<file path="src/rtl/if_prefetch.sv">
// ---------------------------------------------------------------------------
// if_prefetch
//   Instruction-fetch stage with a small prefetch queue. Sequential word
//   fetches go out over a req/rsp interface to instruction memory. Returned
//   words are stored with their PC in a FIFO and handed to decode through a
//   valid/ready handshake. A redirect flushes the FIFO, restarts fetching at
//   the new target and drops every response still in flight from before it.
//
// Ports
//   clk, rst_n        clock (posedge) / asynchronous active-low reset
//   imem_req_valid    fetch request valid
//   imem_req_ready    memory accepts the request this cycle
//   imem_addr         word-aligned fetch byte address
//   imem_rsp_valid    response word valid (in request order, latency >= 1)
//   imem_rdata        response instruction word
//   redirect_valid    flush and restart at redirect_pc
//   redirect_pc       new fetch address, bits [1:0] ignored
//   dec_valid         head entry valid
//   dec_ready         decode consumes the head entry
//   dec_instr         head instruction
//   dec_pc            PC of the head instruction
//   perf_stall_cnt    cycles with dec_ready=1 and dec_valid=0
//
// Build option
//   IF_PREFETCH_PERF_EN  when defined, perf_stall_cnt is a saturating
//                        counter; otherwise it is tied to zero.
// ---------------------------------------------------------------------------
module if_prefetch #(
  parameter logic [31:0] RESET_PC        = 32'h0000_0000,
  parameter int          DEPTH           = 4,
  parameter int          MAX_OUTSTANDING = 2
) (
  input  logic        clk,
  input  logic        rst_n,
  output logic        imem_req_valid,
  input  logic        imem_req_ready,
  output logic [31:0] imem_addr,
  input  logic        imem_rsp_valid,
  input  logic [31:0] imem_rdata,
  input  logic        redirect_valid,
  input  logic [31:0] redirect_pc,
  output logic        dec_valid,
  input  logic        dec_ready,
  output logic [31:0] dec_instr,
  output logic [31:0] dec_pc,
  output logic [31:0] perf_stall_cnt
);

  localparam int PW = (DEPTH > 1) ? $clog2(DEPTH) : 1;
  localparam int CW = $clog2(DEPTH + 1);
  localparam int OW = $clog2(MAX_OUTSTANDING + 1);

  // Sequential state
  logic          run_reg;
  logic [31:0]   fetch_pc_reg;
  logic [31:0]   rsp_pc_reg;
  logic [OW-1:0] out_reg;
  logic [OW-1:0] discard_reg;
  logic [CW-1:0] count_reg;
  logic [PW-1:0] wr_ptr_reg;
  logic [PW-1:0] rd_ptr_reg;
  logic [31:0]   pc_mem   [DEPTH];
  logic [31:0]   instr_mem[DEPTH];

  // Next-state values
  logic [31:0]   fetch_pc_next;
  logic [31:0]   rsp_pc_next;
  logic [OW-1:0] out_next;
  logic [OW-1:0] discard_next;
  logic [CW-1:0] count_next;
  logic [PW-1:0] wr_ptr_next;
  logic [PW-1:0] rd_ptr_next;

  logic [31:0]   redirect_pc_al;
  logic [CW:0]   occupancy;
  logic          issue;
  logic          push;
  logic          pop;

  // Masking keeps every input bit in use while forcing word alignment.
  assign redirect_pc_al = redirect_pc & 32'hFFFF_FFFC;

  // Entries already buffered plus words still owed by memory must fit in
  // the FIFO, so a response can always be accepted without back-pressure.
  assign occupancy = {1'b0, count_reg} + (CW+1)'(out_reg);

  // run_reg keeps requests off while reset is asserted and for the first
  // edge after release.
  assign imem_req_valid = run_reg && !redirect_valid &&
                          (occupancy < (CW+1)'(DEPTH)) &&
                          (out_reg < OW'(MAX_OUTSTANDING));
  assign imem_addr      = fetch_pc_reg;

  assign issue = imem_req_valid && imem_req_ready;
  assign push  = imem_rsp_valid && !redirect_valid && (discard_reg == '0);
  assign pop   = dec_valid && dec_ready && !redirect_valid;

  // Head is read from registered storage only; a response written at the
  // end of cycle N is first visible in cycle N+1.
  assign dec_valid = (count_reg != '0);
  assign dec_instr = instr_mem[rd_ptr_reg];
  assign dec_pc    = pc_mem[rd_ptr_reg];

  always_comb begin
    fetch_pc_next = fetch_pc_reg;
    rsp_pc_next   = rsp_pc_reg;
    out_next      = out_reg;
    discard_next  = discard_reg;
    count_next    = count_reg;
    wr_ptr_next   = wr_ptr_reg;
    rd_ptr_next   = rd_ptr_reg;

    // Outstanding tracks requests regardless of redirects; a same-cycle
    // issue and response cancel out.
    if (issue && !imem_rsp_valid) begin
      out_next = out_reg + OW'(1);
    end else if (!issue && imem_rsp_valid) begin
      out_next = out_reg - OW'(1);
    end

    if (redirect_valid) begin
      fetch_pc_next = redirect_pc_al;
      rsp_pc_next   = redirect_pc_al;
      // Everything still owed by memory is stale; a response arriving in
      // this very cycle is already dropped, so it is not counted again.
      discard_next  = out_reg - OW'(imem_rsp_valid);
      count_next    = '0;
      wr_ptr_next   = '0;
      rd_ptr_next   = '0;
    end else begin
      if (issue) begin
        fetch_pc_next = fetch_pc_reg + 32'd4;
      end
      if (imem_rsp_valid && (discard_reg != '0)) begin
        discard_next = discard_reg - OW'(1);
      end
      if (push) begin
        rsp_pc_next = rsp_pc_reg + 32'd4;
        wr_ptr_next = wr_ptr_reg + PW'(1);
      end
      if (pop) begin
        rd_ptr_next = rd_ptr_reg + PW'(1);
      end
      if (push && !pop) begin
        count_next = count_reg + CW'(1);
      end else if (!push && pop) begin
        count_next = count_reg - CW'(1);
      end
    end
  end

  always_ff @(posedge clk or negedge rst_n) begin
    if (!rst_n) begin
      run_reg      <= 1'b0;
      fetch_pc_reg <= RESET_PC;
      rsp_pc_reg   <= RESET_PC;
      out_reg      <= '0;
      discard_reg  <= '0;
      count_reg    <= '0;
      wr_ptr_reg   <= '0;
      rd_ptr_reg   <= '0;
    end else begin
      run_reg      <= 1'b1;
      fetch_pc_reg <= fetch_pc_next;
      rsp_pc_reg   <= rsp_pc_next;
      out_reg      <= out_next;
      discard_reg  <= discard_next;
      count_reg    <= count_next;
      wr_ptr_reg   <= wr_ptr_next;
      rd_ptr_reg   <= rd_ptr_next;
    end
  end

  // FIFO storage, one register pair per entry so the head reads back as
  // zero straight out of reset.
  generate
    for (genvar gi = 0; gi < DEPTH; gi++) begin : g_entry
      always_ff @(posedge clk or negedge rst_n) begin
        if (!rst_n) begin
          pc_mem[gi]    <= '0;
          instr_mem[gi] <= '0;
        end else if (push && (wr_ptr_reg == PW'(gi))) begin
          pc_mem[gi]    <= rsp_pc_reg;
          instr_mem[gi] <= imem_rdata;
        end
      end
    end
  endgenerate

`ifdef IF_PREFETCH_PERF_EN
  logic [31:0] perf_reg;

  always_ff @(posedge clk or negedge rst_n) begin
    if (!rst_n) begin
      perf_reg <= '0;
    end else if (dec_ready && !dec_valid && (perf_reg != 32'hFFFF_FFFF)) begin
      perf_reg <= perf_reg + 32'd1;
    end
  end

  assign perf_stall_cnt = perf_reg;
`else
  assign perf_stall_cnt = 32'd0;
`endif

endmodule
</file>
<file path="config.mk">
export PLATFORM = sky130hd
export DESIGN_NAME = if_prefetch
export DESIGN_NICKNAME = d
export VERILOG_FILES = /design/src/rtl/if_prefetch.sv
export SDC_FILE = /design/constraint.sdc
export NUM_CORES = 1
export LEC_CHECK = 0
export ABC_CLOCK_PERIOD_IN_PS = 2100
export BUFFER_PORTS_ARGS = -buffer_cell sky130_fd_sc_hd__buf_2
export CELL_PAD_IN_SITES_DETAIL_PLACEMENT = 0
export CELL_PAD_IN_SITES_GLOBAL_PLACEMENT = 1
export CORE_ASPECT_RATIO = 1.1
export CORE_UTILIZATION = 48
export DETAILED_ROUTE_END_ITERATION = 8
export HOLD_SLACK_MARGIN = 0.06
export PLACE_DENSITY = 0.81
export SYNTH_ARGS = -nofsm -noshare
export SYNTH_HDL_FRONTEND = slang
export SYNTH_SLANG_ARGS = --single-unit
</file>
<file path="constraint.sdc">
create_clock -name clk -period 2.1 [get_ports clk]
set_input_delay 0.105 -clock clk [delete_from_list [all_inputs] [get_ports clk]]
set_output_delay 0.105 -clock clk [all_outputs]
set_load 0.05 [all_outputs]
</file>
==> summary.txt, run 1 <==
Run status
  • Status: finished, violations left
  • Failing checks: negative setup slack

Finish
  • Synth-to-layout area growth: 27.7%
  • Storage element area: 0.00803 mm2
  • Final Cell Area: 0.0191 mm2
  • Largest register FFs: 128
  • Fillcell total: 2,337
  • Largest regs: instr_mem (128), pc_mem (120)
  • Nets@finish: 1,431
  • Reg with most FFs: instr_mem
  • Cell Count, Final, Fillers Out: 1,791
  • Share of layout cells above drive strength 1: 0.462
  • Multi-input gate area: 0.00652 mm2
  • Core Util, Final: 0.625
  • # diodes: 0

Placed design
  • Placed cell area: 0.0166 mm2
  • RePlAce Congestion: 0.821
  • Placed insts: 1,649
  • DPL Wire Length: 22.8 mm
  • IO Port Bufs: 161

Worst setup path
  • Worst path cell trace: buf_4 -> buf_12 -> mux4_2 -> buf_6
  • CP required: 2000 ps
  • Top Family by Delay on Critical Path: multiplexers
  • Crit. End Element: output pin
  • Critical path class: reg -> out
  • Critical Path Start Type: flip-flop
  • Worst R2R Start: out_reg[1]
  • Slowest stage delay, CP: 530 ps
  • CP Data Arrival Time: 2020 ps
  • Critical path buffer and inverter count: 3
  • CP Max Fanout: 8
  • CP max stage cell: mux4_2
  • Setup crit start: rd_ptr_reg[0]

Synth
  • Syn Area/Cell: 13.8 um2
  • Ys flop type: dfrtp_1
  • Post-synthesis cell type count: 50
  • Syn Inst Count: 1,082
  • Sequential element share of the synthesized area: 0.536
  • Post-synth EDFFs: 0
  • Synthesis-stage register bit count: 320
  • Post-synth ARST share: 1.00
  • Mapped cell area: 0.0149 mm2
  • Ys Warns: 0

CTS
  • H-tree lvl count: 2
  • Root buffer cell: clkbuf_16
  • Skew-Pair Late Insertion Delay: 520 ps
  • Number of clock sinks: 320
  • CTS buffer count: 36
  • Clk slew on worst S/H paths: 60 ps
  • CTS tree: done
  • Longest Clk Path Bufs: 3

Timing
  • Highest Clock Rate: 0.470 GHz
  • Final Hold Violating Endpoints: 0
  • RSZ-0062 raised after global routing: yes
  • Setup TNS: -282 ps
  • Final setup skew: 13.2 ps
  • Period utilization: 1.01
  • Slew Viols, Final: 0
  • PnR worst setup slack: -29.0 ps
  • Final setup fails: 18
  • Fin crit period: 2130 ps

Global route
  • Vias in the first global route: 10,140
  • Antenna violations before repair: 0
  • Largest net degree at the start of global routing: 69
  • First-pass GRT wire length: 55.4 mm
  • GRT Overall Usage: 0.224
  • GR Overflow Total: 0

Power
  • Leak: 0.00888 uW
  • Total power: 25,800 uW
  • Pwr dens: 1350 mW/mm2
  • Peak supply drop: 0.704 mV

Route
  • Final ANT Viol Nets: 0
  • Iteration count of the initial detailed-routing pass: 5
  • Via count: 9,836
  • Initial DRC Count: 573
  • DRC viols: 0
  • Routed len/inst: 19.3 um
  • Drt total wl: 34.6 mm
  • Routed vias/inst: 5.49

Hold path
  • Worst min-delay path class: in -> async

Floorplan
  • Number of I/O pins: 200
  • Die Y: 187 um
  • Starting density of the core: 0.489
  • Overall die width: 170 um
  • Die ar.: 0.0318 mm2
  • Core Rows: 67
  • Core Footprint: 0.0305 mm2

Run
  • MaxCap Viol Count: 0
## cells in the mapped netlist, drive strengths merged (2+ instances only)
| library cell | instances | area share |
|---|---|---|
| dfrtp | 320 | 0.54 |
| mux2 | 252 | 0.19 |
| nand2 | 63 | 0.016 |
| mux4 | 62 | 0.093 |
| clkbuf | 55 | 0.014 |
| buf | 49 | 0.022 |
| o21ai | 39 | 0.013 |
| nand3 | 29 | 0.010 |
| nand4 | 24 | 0.011 |
| xnor2 | 23 | 0.013 |
| xor2 | 22 | 0.013 |
| nor2 | 17 | 0.0043 |
| and3 | 15 | 0.0064 |
| o211ai | 14 | 0.0070 |
| inv | 13 | 0.0033 |
| ha | 10 | 0.0084 |
| o311ai | 9 | 0.0053 |
| a21oi | 8 | 0.0027 |
| nor4 | 8 | 0.0058 |
| and4 | 7 | 0.0041 |
| and2 | 5 | 0.0021 |
| nor3 | 5 | 0.0017 |
| or3 | 4 | 0.0017 |
| a211oi | 3 | 0.0015 |
| a31oi | 3 | 0.0013 |
| a41oi | 3 | 0.0018 |
| a21boi | 2 | 0.0010 |
| conb | 2 | 0.00050 |
| nand2b | 2 | 0.00084 |
| or4 | 2 | 0.0010 |
## through the flow
step	setup WS [ps]	hold slack (ps)
detailed placement	35.3	67.7
CTS	-98.8	120
floorplan	-1.46	-191
global placement	58.1	67.0
global route	-93.4	152
finish	-29.0	116
## worst register-to-register path, cell delays in order, from the launching register on
cell	delay (ps)
dfrtp_2	450
ha_4	240
nand3_1	90
nand4_1	200
inv_2	180
nand3_1	150
or4_1	530
nand3_1	100
## layout make-up
type / count / area share
Clock buffer: 55 / 0.0578
Clock inverter: 10 / 0.00590
Tap cell: 414 / 0.0272
Timing Repair Buffer: 299 / 0.144
Sequential cell: 320 / 0.421
Inverter: 14 / 0.00275
Multi-Input combinational cell: 679 / 0.342
## routing by layer
layer	vias to the layer above	GRT usage	share of wire
li1	4445	-	-
met5	-	0	0
met3	43	0.0404	0.052
met2	263	0.359	0.48
met4	0	0.0523	0.014
met1	5085	0.316	0.45
## report_power, final
group / total [uW] / internal, uW / switching (uW)
clock: 6320 / 3880 / 2450
sequential: 8400 / 7530 / 868
combinational: 11100 / 4890 / 6170
total: 25800 / 16300 / 9480
## worst paths after layout
| check | end | slack (ps) | depth (start not counted) |
|---|---|---|---|
| setup reg to reg | imem_addr[31] | 80 | 7 |
| hold reg to reg | pc_mem[17] | 490 | 2 |
| setup / recovery | dec_instr[17] | -30 | 4 |
| hold / removal | instr_mem[85] | 120 | 2 |
| max in group asynchronous | pc_mem[120] | 1230 | 3 |
| min in group clk | rd_ptr_reg[0] | 140 | 5 |
## cells by family (layout without fill, tap and decap cells)
| family | count (synthesis) | after routing | share of synthesized area |
|---|---|---|---|
| adders and majority gates | 11 | 11 | 0.00972 |
| other | 2 | 37 | 0.000503 |
| and+or+nand+nor | 185 | 185 | 0.0667 |
| DFF | 320 | 320 | 0.536 |
| muxes | 314 | 314 | 0.284 |
| AOI/OAI and AO/OA | 87 | 87 | 0.0372 |
| xor gates and xnor gates | 45 | 45 | 0.0264 |
| buffers and inverters | 118 | 378 | 0.0398 |
## timing repair
item / 4_1_cts / 5_1_grt
cloned: 3 / 2
hold buffers: 65 / 0
pin swaps: 0 / 2
endpoints found under the hold margin: 515 / 0
buffers inserted: 8 / 2
resized for setup: 117 / 27
setup endpoints to repair: 60 / 322
## placed cells by master (no fill, tap or decap), drive strengths merged, types with 24 or more instances in the layout
cell and n:
nand2 63, nand3 29, mux2 252, conb 37, nand4 24, o21ai 39
dlygate4sd3 65, clkbuf 57, dfrtp 320, buf 232, mux4 62
Note: power is estimated with default switching activity, not from simulation.
==> run 2: changes to the inputs <==
--- a/config.mk
+++ b/config.mk
@@ -9,7 +9,6 @@
 export BUFFER_PORTS_ARGS = -buffer_cell sky130_fd_sc_hd__buf_2
 export CELL_PAD_IN_SITES_DETAIL_PLACEMENT = 0
 export CELL_PAD_IN_SITES_GLOBAL_PLACEMENT = 1
-export CORE_ASPECT_RATIO = 1.1
 export CORE_UTILIZATION = 48
 export DETAILED_ROUTE_END_ITERATION = 8
 export HOLD_SLACK_MARGIN = 0.06
==> run 2 against run 1 <==
The run still ends with negative setup slack left. Worst hold slack better by 16 ps. Design area up 0.89%. Routed wire length increased by 4.3%. Worst setup slack improved by 6.0 ps. Count of clock-buffer cells in the layout down 3. Critical path type unchanged. Largest power group unchanged. Highest routed layer unchanged.
==> summary.txt, run 2 (synthesized netlist as in run 1, its figures left out) <==
Route
  • Routed len/inst: 20.2 um (was 19.3 um)
  • DRC viols: 0 (unchanged)
  • Iteration count of the initial detailed-routing pass: 5 (unchanged)
  • Final ANT Viol Nets: 0 (unchanged)
  • Initial DRC Count: 516 (was 573)
  • Via count: 10,007 (was 9,836)
  • Routed vias/inst: 5.59 (was 5.49)
  • Drt total wl: 36.1 mm (was 34.6 mm)

Floorplan
  • Die ar.: 0.0318 mm2 (about the same)
  • Overall die width: 178 um (was 170 um)
  • Core Rows: 64 (was 67)
  • Starting density of the core: 0.488 (was 0.489)
  • Number of I/O pins: 200 (unchanged)
  • Core Footprint: 0.0306 mm2 (was 0.0305 mm2)
  • Die Y: 178 um (was 187 um)

Worst setup path
  • Critical path buffer and inverter count: 3 (unchanged)
  • CP dominant cell by count: buf_6
  • Worst path cell trace: buf_6 -> buf_6 -> mux4_2 -> buf_2 (was buf_4 -> buf_12 -> mux4_2 -> buf_6)
  • CP Data Arrival Time: 2020 ps (about the same)
  • Top Family by Delay on Critical Path: buffers and inverters (was multiplexers)
  • CP max stage cell: mux4_2 (unchanged)
  • Critical path class: reg -> out (unchanged)
  • Crit. End Element: output pin (unchanged)
  • Critical Path Start Type: flip-flop (unchanged)
  • CP required: 2000 ps (about the same)
  • Slowest stage delay, CP: 520 ps (was 530 ps)
  • CP Max Fanout: 8 (unchanged)

Finish
  • Cell Count, Final, Fillers Out: 1,791 (unchanged)
  • Reg with most FFs: instr_mem (unchanged)
  • Most frequent cells in the layout: 310 x dfrtp_1, 250 x mux2_2, 107 x buf_2 (was 309 x dfrtp_1, 252 x mux2_2, 102 x buf_2)
  • Largest register FFs: 128 (unchanged)
  • Synth-to-layout area growth: 28.9% (was 27.7%)
  • Largest regs: instr_mem (128), pc_mem (120) (unchanged)
  • Final Cell Area: 0.0192 mm2 (was 0.0191 mm2)
  • Fillcell total: 2,326 (was 2,337)
  • Most common cell after layout, fill and taps aside: dfrtp_1 (unchanged)
  • Share of layout cells above drive strength 1: 0.478 (was 0.462)
  • Nets@finish: 1,451 (was 1,431)

Power
  • Peak supply drop: 0.897 mV (was 0.704 mV)
  • Leak: 0.00902 uW (was 0.00888 uW)
  • Pwr dens: 1340 mW/mm2 (was 1350 mW/mm2)

Global route
  • Antenna violations before repair: 1 (was 0)
  • Largest net degree at the start of global routing: 59 (was 69)
  • GRT Overall Usage: 0.227 (was 0.224)
  • First-pass GRT wire length: 55.7 mm (was 55.4 mm)
  • Vias in the first global route: 10,128 (was 10,140)
  • GR Overflow Total: 0 (unchanged)

CTS
  • Number of clock sinks: 320 (unchanged)
  • Longest Clk Path Bufs: 3 (unchanged)
  • CTS tree: done (unchanged)
  • Root buffer cell: clkbuf_16 (unchanged)
  • Skew-Pair Late Insertion Delay: 520 ps (about the same)
  • H-tree lvl count: 2 (unchanged)
  • Clk slew on worst S/H paths: 60 ps (about the same)
  • CTS buffer count: 36 (unchanged)

Timing
  • Fin crit period: 2120 ps (was 2130 ps)
  • Final setup fails: 8 (was 18)
  • Highest Clock Rate: 0.471 GHz (was 0.470 GHz)
  • PnR worst setup slack: -22.9 ps (was -29.0 ps)
  • Worst-Margin Slew: 589 ps
  • Final Hold Violating Endpoints: 0 (unchanged)
  • Relative slew slack: 0.607
  • RSZ-0062 raised after global routing: yes (unchanged)
  • Worst hold slack: 132 ps (was 116 ps)
  • Period utilization: 1.01 (about the same)
  • Slew Viols, Final: 0 (unchanged)
  • Final setup skew: 21.5 ps (was 13.2 ps)

Placed design
  • DPL Wire Length: 23.0 mm (was 22.8 mm)
  • IO Port Bufs: 161 (unchanged)
  • RePlAce Congestion: 0.849 (was 0.821)
  • Placed cell area: 0.0166 mm2 (about the same)
  • Placed insts: 1,636 (was 1,649)

Hold path
  • Worst min-delay path class: in -> async (unchanged)

Run
  • MaxCap Viol Count: 0 (unchanged)

Run status
  • Failing checks: negative setup slack (unchanged)
  • Status: finished, violations left (unchanged)
run 2: what timing repair did:
item,CTS,global route
hold buffers,65,0
endpoints found under the hold margin,500,0
setup buffers,4,15
resized for setup,92,83
endpoints found under the setup margin,126,88
cloned,2,6
pin swaps,4,14
run 2: final timing paths:
kind	startpoint	slack, ps	to	depth (start not counted)
setup / recovery	rd_ptr_reg[0]	-20	dec_instr[22]	4
hold / removal	rst_n	130	instr_mem[50]	2
setup reg to reg	out_reg[1]	0	imem_addr[19]	7
hold reg to reg	pc_mem[81]	490	pc_mem[81]	2
max in group asynchronous	rst_n	1220	instr_mem[38]	3
min in group clk	dec_ready	140	rd_ptr_reg[0]	5
run 2: cell type report:
class,count,area [um2],area share
Sequential cell,320,8020,0.417
Multi-Input combinational cell,679,6610,0.344
Clock inverter,10,111,0.00579
Inverter,14,55.1,0.00286
Timing Repair Buffer,319,2900,0.150
Tap cell,396,495,0.0257
Clock buffer,52,1050,0.0547
Antenna cell,1,2.50,0.000130
run 2: per-stage QoR:
step                TNS (ps)  setup slack (ps)   util  power, uW
floorplan              -1.46             -1.46      -      15500
detailed placement      -340             -76.3  0.542      17900
CTS                     -959             -60.9  0.614      25300
global placement           0             0.873  0.542      17600
global route           -2990              -127  0.629      27000
finish                 -96.5             -22.9  0.629      25800
run 2: power breakdown:
group	total [uW]	internal, uW	switching [uW]	leakage, uW
sequential	8370	7520	843	0.00418
clock	6190	3730	2470	0.000577
combinational	11200	4940	6300	0.00427
total	25800	16200	9600	0.00902
run 2: routing by layer:
layer	global-route usage	routed length [um]	up-vias
met5	0	0	-
met4	0.0516	607	0
met3	0.0422	2240	48
met2	0.363	17200	296
met1	0.321	16100	5171
li1	-	-	4492
==> run 3: changes to the inputs <==
--- a/config.mk
+++ b/config.mk
@@ -5,10 +5,11 @@
 export SDC_FILE = /design/constraint.sdc
 export NUM_CORES = 1
 export LEC_CHECK = 0
-export ABC_CLOCK_PERIOD_IN_PS = 2100
+export ABC_CLOCK_PERIOD_IN_PS = 2400
 export BUFFER_PORTS_ARGS = -buffer_cell sky130_fd_sc_hd__buf_2
 export CELL_PAD_IN_SITES_DETAIL_PLACEMENT = 0
 export CELL_PAD_IN_SITES_GLOBAL_PLACEMENT = 1
+export CORE_ASPECT_RATIO = 1.4
 export CORE_UTILIZATION = 48
 export DETAILED_ROUTE_END_ITERATION = 8
 export HOLD_SLACK_MARGIN = 0.06
==> constraint.sdc (replaced) <==
create_clock -name clk -period 2.4 [get_ports clk]
set_input_delay 0.12 -clock clk [delete_from_list [all_inputs] [get_ports clk]]
set_output_delay 0.12 -clock clk [all_outputs]
set_load 0.05 [all_outputs]
==> run 3 against run 2 <==
The flow now finishes without violations. Non-clock buffer count is 48 lower. Largest power group unchanged. Routed wire length is 8.7% lower. Clock skew shrank 13 ps.
==> summary.txt, run 3 (synthesized netlist as in run 1, its figures left out) <==
Hold path
  • HP Start: redirect_valid
  • Worst min-delay path class: in -> reg (was in -> async)
  • Worst Hold Endpoint: wr_ptr_reg[0]
  • Worst hold stages: 3

Worst setup path
  • Crit. End Element: flip-flop (was output pin)
  • Worst R2R Path Depth: 7 (unchanged)
  • Worst R2R Start: discard_reg[0] (was out_reg[1])
  • FF-to-FF End: pc_mem[101] (was imem_addr[19])
  • R2R setup slack: 130 ps (was 0 ps)
  • Worst path cell trace: inv_1 -> ha_1 -> nand2_1 -> nor2_1 -> nand2_2 -> buf_12 -> mux2_2 (was buf_6 -> buf_6 -> mux4_2 -> buf_2)
  • CP Data Arrival Time: 2700 ps (was 2020 ps)
  • Critical path class: reg -> reg (was reg -> out)
  • Slowest stage delay, CP: 430 ps (was 520 ps)
  • CP Max Fanout: 18 (was 8)
  • CP max stage cell: nor2_1 (was mux4_2)
  • Critical Path Start Type: flip-flop (unchanged)
  • CP required: 2830 ps (was 2000 ps)

Finish
  • Share of layout cells above drive strength 1: 0.435 (was 0.478)
  • # diodes: 0 (was 1)
  • Nets@finish: 1,398 (was 1,451)
  • Synth-to-layout area growth: 21.5% (was 28.9%)
  • Largest regs: instr_mem (128), pc_mem (120) (unchanged)
  • Reg with most FFs: instr_mem (unchanged)
  • Most common cell after layout, fill and taps aside: dfrtp_1 (unchanged)
  • Largest register FFs: 128 (unchanged)
  • Final Cell Area: 0.0181 mm2 (was 0.0192 mm2)
  • Most frequent cells in the layout: 318 x dfrtp_1, 252 x mux2_2, 160 x buf_2 (was 310 x dfrtp_1, 250 x mux2_2, 107 x buf_2)

Floorplan
  • Core Footprint: 0.0307 mm2 (was 0.0306 mm2)
  • Starting density of the core: 0.486 (was 0.488)
  • Core Rows: 76 (was 64)
  • Number of I/O pins: 200 (unchanged)
  • Die ar.: 0.0318 mm2 (about the same)
  • Die Y: 211 um (was 178 um)
  • Overall die width: 151 um (was 178 um)

Power
  • P_sw: 7930 uW (was 9600 uW)
  • Peak supply drop: 0.684 mV (was 0.897 mV)
  • Leak: 0.00854 uW (was 0.00902 uW)
  • Pwr dens: 1140 mW/mm2 (was 1340 mW/mm2)
  • Internal power: 12,700 uW (was 16,200 uW)
  • Switching Share: 0.384 (was 0.372)
  • Clk pwr share: 0.247 (was 0.240)
  • Combinational Power Share: 0.396 (was 0.436)
  • Total power: 20,600 uW (was 25,800 uW)
  • Reg power frac: 0.356 (was 0.324)

Run
  • MaxCap Viol Count: 0 (unchanged)

Timing
  • Fin crit period: 2270 ps
  • Slew Viols, Final: 0 (unchanged)
  • Final setup skew: 8.90 ps (was 21.5 ps)
  • Worst hold slack: 118 ps (was 132 ps)
  • Relative slew slack: 0.552 (was 0.607)
  • Setup TNS: 0 ps (was -96.5 ps)
  • RSZ-0062 raised after global routing: no (was yes)
  • Period utilization: 0.944
  • Highest Clock Rate: 0.441 GHz
  • Final Hold Violating Endpoints: 0 (unchanged)
  • Final setup fails: 0 (was 8)
  • Worst-Margin Slew: 673 ps (was 589 ps)

CTS
  • Longest Clk Path Bufs: 3 (unchanged)
  • Root buffer cell: clkbuf_16 (unchanged)
  • Clk slew on worst S/H paths: 70 ps (was 60 ps)
  • CTS tree: done (unchanged)
  • Post_cts resized: 0 (was 92)
  • Number of clock sinks: 320 (unchanged)
  • H-tree lvl count: 1 (was 2)
  • CTS buffer count: 31 (was 36)
  • Skew-Pair Late Insertion Delay: 560 ps (was 520 ps)

Route
  • Final ANT Viol Nets: 0 (unchanged)
  • Initial DRC Count: 329 (was 516)
  • DRC viols: 0 (unchanged)
  • Drt total wl: 33.0 mm (was 36.1 mm)
  • Routed vias/inst: 5.57 (was 5.59)
  • Via count: 9,617 (was 10,007)
  • Routed len/inst: 19.1 um (was 20.2 um)
  • Iteration count of the initial detailed-routing pass: 4 (was 5)

Global route
  • Largest net degree at the start of global routing: 83 (was 59)
  • Vias in the first global route: 10,142 (was 10,128)
  • GRT Overall Usage: 0.214 (was 0.227)
  • First-pass GRT wire length: 53.1 mm (was 55.7 mm)
  • Antenna violations before repair: 0 (was 1)
  • GR Overflow Total: 0 (unchanged)

Placed design
  • RePlAce Congestion: 0.845 (was 0.849)
  • DPL Wire Length: 21.9 mm (was 23.0 mm)
  • IO Port Bufs: 161 (unchanged)
  • Placed cell area: 0.0164 mm2 (was 0.0166 mm2)

Run status
  • Status: finished, final reports clean (was finished, violations left)
run 3: cell count changes in the layout (fill, tap and decap cells not counted), sizes merged:
cell,change
buf,-44
clkbuf,-14
bufinv,+3
clkinv,-1
clkinvlp,+1
diode,-1
inv,-1
run 3: worst max path at each step:
stage,from,slack [ps],end
after CTS,discard_reg[0],120,pc_mem[123]
after detailed placement,discard_reg[0],120,instr_mem[101]
after global routing,discard_reg[0],9,instr_mem[102]
final,discard_reg[0],130,pc_mem[101]
after floorplan,imem_addr[2],130,imem_addr[24]
after global placement,discard_reg[0],170,instr_mem[101]
run 3: area by class of cell:
cell class	count	area [um2]
clock buffers	42	867
clock inverters	12	203
fillers	2481	12600
inverters	14	52.6
multi-input cells	679	6480
flip-flops and latches	320	8010
well taps	390	488
repair buffers	271	2040
run 3: routing by layer:
layer,part of all wire,global-route usage,vias up
met4,0.026,0.0728,0
met3,0.034,0.0242,48
met5,0,0,-
met2,0.52,0.375,216
met1,0.42,0.271,4971
li1,-,-,4382
run 3: what timing repair did:
action	CTS	global route
endpoints found under the setup margin	42	0
hold endpoints to repair	342	0
hold buffers	65	0
buffers inserted	3	0
run 3: stage by stage:
stage               utilization  instances  worst slack, ps
finish                    0.591       1728              135
global placement          0.534       1606              172
detailed placement        0.534       1606              124
floorplan                     -       1117              130
CTS                       0.591       1728              120
global route              0.591       1728             9.37
run 3: power groups by stage:
stage | sequential, uW | clock [uW] | combinational (uW)
6_report | 7360 | 5100 | 8180
4_1_cts | 7360 | 5250 | 8300
3_5_place_dp | 7510 | 0 | 8110
3_3_place_gp | 7420 | 0 | 7980
5_1_grt | 7520 | 5450 | 8660
2_1_floorplan | 7350 | 0 | 6240
run 3: critical path: cells and delay by family (launching register included):
family	cells	cell delay [ps]
AND/OR/NAND/NOR	3	920
adder cells (fa/ha/maj)	1	240
multiplexers	1	280
buffers and inverters	2	300
flip-flops	1	390
